### config.mk
export PLATFORM = sky130hd
export DESIGN_NAME = seq_detect_scheduler_flat
export DESIGN_NICKNAME = d
export VERILOG_FILES = /design/src/rtl/seq_detect_scheduler_pkg.sv /design/src/rtl/seq_detect_scheduler_if.sv /design/src/rtl/seq_detect_scheduler_rr_arbiter.sv /design/src/rtl/seq_detect_scheduler.sv /design/src/flat_wrapper.sv
export SDC_FILE = /design/constraint.sdc
export NUM_CORES = 1
export LEC_CHECK = 0
export ABC_AREA = 1
export BUFFER_PORTS_ARGS = -buffer_cell sky130_fd_sc_hd__buf_2
export CORE_MARGIN = 10
export CORE_UTILIZATION = 50
export DETAILED_ROUTE_END_ITERATION = 10
export GPL_TIMING_DRIVEN = 0
export PLACE_DENSITY = 0.77
export SKIP_LAST_GASP = 1
export SLEW_MARGIN = 20
export SYNTH_ARGS = -nofsm -noshare
export SYNTH_HDL_FRONTEND = slang
export SYNTH_SLANG_ARGS = --single-unit
### constraint.sdc
create_clock -name clk -period 3.62 [get_ports clk]
set_input_delay 0.724 -clock clk [delete_from_list [all_inputs] [get_ports clk]]
set_output_delay 0.724 -clock clk [all_outputs]
set_load 0.005 [all_outputs]
### src/rtl/seq_detect_scheduler_pkg.sv
// Shared types and helpers for the time-multiplexed sequence detector.
//   state_t        : controller states (UNCFG, FLUSH, RUN)
//   MATCH_CNT_W    : width of the saturating match counter
//   MATCH_CNT_MAX  : saturation value of the match counter
//   next_rr_grant  : one-hot round-robin grant, first requester at/after ptr
package seq_detect_pkg;

   typedef enum logic [1:0] {
      ST_UNCFG,
      ST_FLUSH,
      ST_RUN
   } state_t;

   localparam int unsigned MATCH_CNT_W = 16;
   localparam logic [MATCH_CNT_W-1:0] MATCH_CNT_MAX = '1;
   localparam int unsigned MAX_NCH = 16;

   // Vectors are sized for the largest supported channel count; only the
   // low nch bits are meaningful. The search wraps at nch, not at MAX_NCH.
   function automatic logic [MAX_NCH-1:0] next_rr_grant(
      input logic [MAX_NCH-1:0] valid,
      input logic [3:0]         ptr,
      input int unsigned        nch
   );
      logic [MAX_NCH-1:0] g;
      logic [3:0]         idx;
      g = '0;
      for (int unsigned i = 0; i < MAX_NCH; i++) begin
         idx = 4'((32'(ptr) + i) % nch);
         if (i < nch && g == '0 && valid[idx])
            g[idx] = 1'b1;
      end
      return g;
   endfunction

endpackage

### src/rtl/seq_detect_scheduler_if.sv
// Config / channel / match signal bundle for seq_detect_scheduler.
//   master : drives cfg_valid/pattern/overlap, ch_valid, ch_bit
//   slave  : drives cfg_ready, ch_ready, match_valid/ch/count, busy
interface seq_detect_scheduler_if
   import seq_detect_pkg::*;
#(
   parameter int unsigned NCH  = 4,
   parameter int unsigned PLEN = 4
);
   localparam int unsigned CW = $clog2(NCH);

   logic                   cfg_valid;
   logic                   cfg_ready;
   logic [PLEN-1:0]        cfg_pattern;
   logic                   cfg_overlap;
   logic [NCH-1:0]         ch_valid;
   logic [NCH-1:0]         ch_bit;
   logic [NCH-1:0]         ch_ready;
   logic                   match_valid;
   logic [CW-1:0]          match_ch;
   logic [MATCH_CNT_W-1:0] match_count;
   logic                   busy;

   modport master (
      output cfg_valid, cfg_pattern, cfg_overlap, ch_valid, ch_bit,
      input  cfg_ready, ch_ready, match_valid, match_ch, match_count, busy
   );

   modport slave (
      input  cfg_valid, cfg_pattern, cfg_overlap, ch_valid, ch_bit,
      output cfg_ready, ch_ready, match_valid, match_ch, match_count, busy
   );

endinterface

### src/rtl/seq_detect_scheduler_rr_arbiter.sv
// Round-robin arbiter with internal pointer.
//   clk, reset : clock, synchronous active-high reset
//   i_req      : per-channel request
//   i_enable   : grants are forced to zero when low
//   o_grant    : one-hot combinational grant, subset of i_req
module rr_arbiter
   import seq_detect_pkg::*;
#(
   parameter int unsigned NCH = 4
) (
   input  logic           clk,
   input  logic           reset,
   input  logic [NCH-1:0] i_req,
   input  logic           i_enable,
   output logic [NCH-1:0] o_grant
);
   localparam int unsigned CW = $clog2(NCH);

   logic [CW-1:0]      r_ptr;
   logic [MAX_NCH-1:0] w_req_ext;
   logic [MAX_NCH-1:0] w_grant_ext;
   logic [CW-1:0]      w_gidx;
   logic               w_unused_grant;

   always_comb begin
      w_req_ext          = '0;
      w_req_ext[NCH-1:0] = i_req;
   end

   assign w_grant_ext    = next_rr_grant(w_req_ext, 4'(r_ptr), NCH);
   assign o_grant        = i_enable ? w_grant_ext[NCH-1:0] : '0;
   // Bits above NCH are always zero from the helper.
   assign w_unused_grant = ^w_grant_ext;

   always_comb begin
      w_gidx = '0;
      for (int unsigned i = 0; i < NCH; i++)
         if (o_grant[i]) w_gidx = CW'(i);
   end

   always_ff @(posedge clk) begin
      if (reset)
         r_ptr <= '0;
      else if (|o_grant)
         r_ptr <= (w_gidx == CW'(NCH-1)) ? '0 : w_gidx + CW'(1);
   end

endmodule

### src/rtl/seq_detect_scheduler.sv
// Shares one serial pattern detector among NCH bit streams. A round-robin
// arbiter accepts at most one bit per cycle; per-channel history and fill
// count are kept in context arrays and updated on the granted channel.
//   clk, reset : clock, synchronous active-high reset
//   bus.cfg_*  : pattern/overlap programming handshake
//   bus.ch_*   : per-channel valid/bit in, one-hot ready out
//   bus.match_*: registered detection pulse, channel tag, saturating count
//   bus.busy   : high in RUN
module seq_detect_scheduler
   import seq_detect_pkg::*;
#(
   parameter int unsigned NCH  = 4,
   parameter int unsigned PLEN = 4
) (
   input  logic                  clk,
   input  logic                  reset,
   seq_detect_scheduler_if.slave bus
);
   localparam int unsigned CW = $clog2(NCH);
   localparam int unsigned FW = $clog2(PLEN);

   state_t                 r_state;
   logic [PLEN-1:0]        r_pattern;
   logic                   r_overlap;
   logic [PLEN-2:0]        r_hist [NCH];
   logic [FW-1:0]          r_fill [NCH];
   logic                   r_match_valid;
   logic [CW-1:0]          r_match_ch;
   logic [MATCH_CNT_W-1:0] r_match_count;

   logic                   w_cfg_ready;
   logic                   w_cfg_accept;
   logic                   w_arb_en;
   logic [NCH-1:0]         w_grant;
   logic                   w_xfer;
   logic [CW-1:0]          w_gidx;
   logic [PLEN-1:0]        w_word;
   logic                   w_full;
   logic                   w_hit;

   assign w_cfg_ready  = (r_state != ST_FLUSH);
   assign w_cfg_accept = bus.cfg_valid & w_cfg_ready;
   // A config accept in RUN wins over channel traffic for that cycle.
   assign w_arb_en     = (r_state == ST_RUN) & ~bus.cfg_valid;

   rr_arbiter #(.NCH(NCH)) u_arb (
      .clk      (clk),
      .reset    (reset),
      .i_req    (bus.ch_valid),
      .i_enable (w_arb_en),
      .o_grant  (w_grant)
   );

   assign w_xfer = |w_grant;

   always_comb begin
      w_gidx = '0;
      for (int unsigned i = 0; i < NCH; i++)
         if (w_grant[i]) w_gidx = CW'(i);
   end

   assign w_word = {r_hist[w_gidx], bus.ch_bit[w_gidx]};
   assign w_full = (r_fill[w_gidx] == FW'(PLEN-1));
   assign w_hit  = w_xfer && (w_word == r_pattern) && w_full;

   always_ff @(posedge clk) begin
      if (reset) begin
         r_state       <= ST_UNCFG;
         r_pattern     <= '0;
         r_overlap     <= 1'b0;
         r_match_valid <= 1'b0;
         r_match_ch    <= '0;
         r_match_count <= '0;
         for (int unsigned i = 0; i < NCH; i++) begin
            r_hist[i] <= '0;
            r_fill[i] <= '0;
         end
      end else begin
         r_match_valid <= w_hit;
         if (w_hit) begin
            r_match_ch <= w_gidx;
            if (r_match_count != MATCH_CNT_MAX)
               r_match_count <= r_match_count + 1'b1;
         end

         if (w_xfer) begin
            if (w_hit && !r_overlap) begin
               r_hist[w_gidx] <= '0;
               r_fill[w_gidx] <= '0;
            end else begin
               r_hist[w_gidx] <= w_word[PLEN-2:0];
               if (!w_full)
                  r_fill[w_gidx] <= r_fill[w_gidx] + FW'(1);
            end
         end

         case (r_state)
            ST_UNCFG, ST_RUN: begin
               if (w_cfg_accept) begin
                  r_pattern <= bus.cfg_pattern;
                  r_overlap <= bus.cfg_overlap;
                  r_state   <= ST_FLUSH;
               end
            end
            ST_FLUSH: begin
               r_match_count <= '0;
               for (int unsigned i = 0; i < NCH; i++) begin
                  r_hist[i] <= '0;
                  r_fill[i] <= '0;
               end
               r_state <= ST_RUN;
            end
            default: r_state <= ST_UNCFG;
         endcase
      end
   end

   assign bus.cfg_ready   = w_cfg_ready;
   assign bus.ch_ready    = w_grant;
   assign bus.match_valid = r_match_valid;
   assign bus.match_ch    = r_match_ch;
   assign bus.match_count = r_match_count;
   assign bus.busy        = (r_state == ST_RUN);

endmodule

### src/flat_wrapper.sv
// flat-port wrapper written by rule: the top's interface ports become plain ports
module seq_detect_scheduler_flat import seq_detect_pkg::*;
#(
   parameter int unsigned NCH  = 4,
   parameter int unsigned PLEN = 4
)
  (clk, reset, bus_cfg_valid, bus_cfg_pattern, bus_cfg_overlap, bus_ch_valid, bus_ch_bit, bus_cfg_ready, bus_ch_ready, bus_match_valid, bus_match_ch, bus_match_count, bus_busy);
  seq_detect_scheduler_if #(.NCH(NCH), .PLEN(PLEN)) bus_i ();
  input  logic clk;
  input  logic reset;
  input wire logic [$bits(bus_i.cfg_valid)-1:0] bus_cfg_valid;
  input wire logic [$bits(bus_i.cfg_pattern)-1:0] bus_cfg_pattern;
  input wire logic [$bits(bus_i.cfg_overlap)-1:0] bus_cfg_overlap;
  input wire logic [$bits(bus_i.ch_valid)-1:0] bus_ch_valid;
  input wire logic [$bits(bus_i.ch_bit)-1:0] bus_ch_bit;
  output wire logic [$bits(bus_i.cfg_ready)-1:0] bus_cfg_ready;
  output wire logic [$bits(bus_i.ch_ready)-1:0] bus_ch_ready;
  output wire logic [$bits(bus_i.match_valid)-1:0] bus_match_valid;
  output wire logic [$bits(bus_i.match_ch)-1:0] bus_match_ch;
  output wire logic [$bits(bus_i.match_count)-1:0] bus_match_count;
  output wire logic [$bits(bus_i.busy)-1:0] bus_busy;
  assign bus_i.cfg_valid = bus_cfg_valid;
  assign bus_i.cfg_pattern = bus_cfg_pattern;
  assign bus_i.cfg_overlap = bus_cfg_overlap;
  assign bus_i.ch_valid = bus_ch_valid;
  assign bus_i.ch_bit = bus_ch_bit;
  assign bus_cfg_ready = bus_i.cfg_ready;
  assign bus_ch_ready = bus_i.ch_ready;
  assign bus_match_valid = bus_i.match_valid;
  assign bus_match_ch = bus_i.match_ch;
  assign bus_match_count = bus_i.match_count;
  assign bus_busy = bus_i.busy;
  seq_detect_scheduler #(.NCH(NCH), .PLEN(PLEN)) u_core (.clk(clk), .reset(reset), .bus(bus_i));
endmodule
==> metrics <==
run status=complete, but fails checks; failing checks=setup timing; vias per cell=5.49; post-synthesis async set-or-reset flop share=0%; Hold Path Origin=u_core.r_pattern[3]$_SDFFE_PP0P_; Non-Filler Cell Area, Final=4410 µm²; Syn Area/Cell=7.36 µm²; clock skew=around 0.0045 ns; R2R Path Start=u_core.u_arb.r_ptr[0]$_SDFFE_PP0N_; dpl cell area=3660 µm²; final setup fails=34; grt met3 use=3.78%; Fmax achieved=264 MHz; PwrDens=roughly 300 nW/µm²; port bufs=40; GRT met2 Usage=31.3%; CTS max path bufs=2; Mapped Area=3350 µm²; CTS tree=done; drt first pass iters=5; via count=3390; Total GRT Usage=17.9%; worst-skew pair later-pin latency=0.30 ns; capturing element type of the critical path=register; fin. max-slew vios=0; Syn Inst Count=about 460; worst vdd ir=0.297 mV; Synth top cells by count=110 x nand2_1, 57 x inv_1, 47 x nor2_1, 43 x nand3_1, 28 x dfxtp_1; Worst Hold Endpoint=u_core.r_pattern[3]$_SDFFE_PP0P_; largest net degree at the start of global routing=15; worst-margin pin slew=0.746 ns; Post-synth EDFFs=20; TritonCTS Buffers=5; Avg WL per Cell=15.6 µm; Finished Layout Cells=617; Routed Antenna Nets=0; cells taking the most area after synthesis=edfxtp_1 18%, dfxtp_1 17%, nand2_1 12%, nand3_1 6.4%, inv_1 6.4%; placed insts=572; yosys warns=0; # DRC=0; min-delay worst type=register to register; htree depth=2; worst-path maximum fanout=10; Rows=29; starting density of the core=52.2%; flops & latches, synth=48; Final Net Count=568; RSZ-0062 raised after global routing=yes; Placement Setup Slack=-0.649 ns; worst-case reg-to-reg path depth=26; Layout area overhead=31.5%; Synth Flop Type=dfxtp_1; global route hottest layer=met2; Die Span Y=about 100 µm; top cell type's share of synthesized area=17.9%; relative slew slack=roughly half; CP Launch Type=register; layout cell share with drive strength beyond 1=38.5%; syn nets=484; vias in the first global route=3313; Ant. Diodes=0; die area=10400 µm²; I/O Pins=41; GR Overflow Total=0; CTS clk-pin slew, worst paths=0.09 ns; wirelength, routed=9.64 mm; CTS sink cnt=between 40 and 50; hold depth=2; Detail Placement HPWL=roughly 6.4 mm; initial detailed-routing violation count=164; maxcap violations=0; reg-to-reg endpoint=u_core.r_fill[0][1]$_SDFFCE_PN0P_; die width=102 µm; Leak=1.98 nW; first-pass GRT wire length=15.3 mm; number of distinct library cells after synthesis=39; crit path time final=around 3.8 ns; Final Hold Fails=0; post-synthesis sequential area ratio=between 30% and 40%; Setup Crit Path Kind=register to register; GP Congestion=0.902; Tcrit/Tclk final=105%; met1 Usage GRT=21.4%; Final Worst Setup Slack=-0.167 ns; most common cell in the netlist=nand2_1; flop2flop setup slack=-0.17 ns; post-synth top area cell=edfxtp_1; Clock Root Buffer=clkbuf_8; Data arrival, critical path=between 3 and 4 ns; initial antenna violation count=0; Critical Path RT=~3.6 ns; core box area=6420 µm²
layer usage:
metal	vias to the layer above	part of all wire, %
met1	1561	40
met2	151	49
met3	35	7.9
met4	0	2.6
li1	1643	-
met5	-	0
timing repair:
item | CTS | global route
gates cloned | 0 | 1
hold buffers | 0 | 0
pin swaps | 32 | 35
resized for setup | 53 | 45
buffers inserted | 25 | 11
setup endpoints to repair | 47 | 54
report_power, final:
part	internal (mW)	leakage, nW	switching [mW]
Combinational	0.172	1.51	0.268
Clock	0.134	0.0388	0.182
Sequential	0.585	0.438	0.0124
per-stage QoR:
stage / setup TNS [ns] / hold slack [ns] / power [mW] / utilization, %
after floorplan: 0 / 0.445 / 0.842 / -
after global placement: -15.46 / 0.459 / 0.895 / 56.9
after detailed placement: -22.47 / 0.467 / 0.906 / 56.9
after CTS: -0.909 / 0.482 / 1.28 / 64.2
after global routing: -14.54 / 0.529 / 1.41 / 68.6
final: -3.55 / 0.501 / 1.35 / 68.6
sequential cells by signal, indices dropped and copies added, names as in the netlist:
register                count
u_core.bus.match_valid      1
u_core.r_state              2
u_core.r_fill               8
u_core.r_hist              12
u_core.bus.match_count     16
u_core.r_pattern            4
u_core.bus.match_ch         2
u_core.u_arb.r_ptr          2
u_core.r_overlap            1
placed cells by master (no fill, tap or decap), drive strengths merged, types with 3 or more instances in the layout:
master	instances
nand3b	3
xnor2	3
nor3	6
nand4	8
nand2	131
clkinv	5
inv	61
nor4	5
dfxtp	28
o21ai	16
edfxtp	20
nand3	54
xor2	10
ha	13
buf	83
nor2	54
a21oi	24
clkbuf	10
area by class of cell:
class / count / area [µm²]
multi-input cells: 332 / 2120
fillers: 511 / 2020
flip-flops and latches: 48 / 1170
repair buffers: 77 / 542
inverters: 65 / 284
plain buffers: 10 / 106
well taps: 77 / 96.3
clock buffers: 6 / 72.6
clock inverters: 2 / 11.3
cells by family (layout without fill, tap and decap cells):
logic type,after synthesis,after routing,synth area share (%)
AOI/OAI and AO/OA,45,45,8.29
xor gates and xnor gates,13,13,3.40
adders and majority gates,13,13,4.86
buffers and inverters,75,160,10.1
and+or+nand+nor,261,261,38.7
DFF,48,48,34.7
worst max-delay path, stage by stage (launching register included):
cell	delay (ns)
dfxtp_4	0.38
buf_8	0.14
ha_4	0.17
o31ai_4	0.32
nand3_1	0.14
nand2_2	0.11
buf_6	0.11
nor2_4	0.04
nand3_2	0.08
nand2_2	0.08
nor2_4	0.18
nand3_2	0.10
nand2_2	0.11
nand3_4	0.09
buf_4	0.16
buf_6	0.14
nand3_1	0.08
nand3_1	0.16
nand3_2	0.14
nand2_1	0.06
nor2_1	0.15
nand2_1	0.12
nor2_4	0.12
nand3_2	0.08
nand2_2	0.11
nand2_2	0.06
nand2_2	0.07
worst max-delay path by stage:
stage                                  startpoint                                 to  slack, ns
6_report       u_core.u_arb.r_ptr[0]$_SDFFE_PP0N_  u_core.r_fill[0][1]$_SDFFCE_PN0P_      -0.17
5_1_grt        u_core.u_arb.r_ptr[0]$_SDFFE_PP0N_  u_core.r_fill[3][0]$_SDFFCE_PN0P_      -0.39
4_1_cts        u_core.u_arb.r_ptr[0]$_SDFFE_PP0N_  u_core.r_fill[0][0]$_SDFFCE_PN0P_      -0.07
3_5_place_dp                      bus_ch_valid[1]  u_core.r_fill[2][1]$_SDFFCE_PN0P_      -0.65
3_3_place_gp                      bus_ch_valid[3]  u_core.r_fill[2][1]$_SDFFCE_PN0P_      -0.49
2_1_floorplan  u_core.u_arb.r_ptr[0]$_SDFFE_PP0N_  u_core.r_fill[0][0]$_SDFFCE_PN0P_       0.03
(Power assumes the default switching activity.)
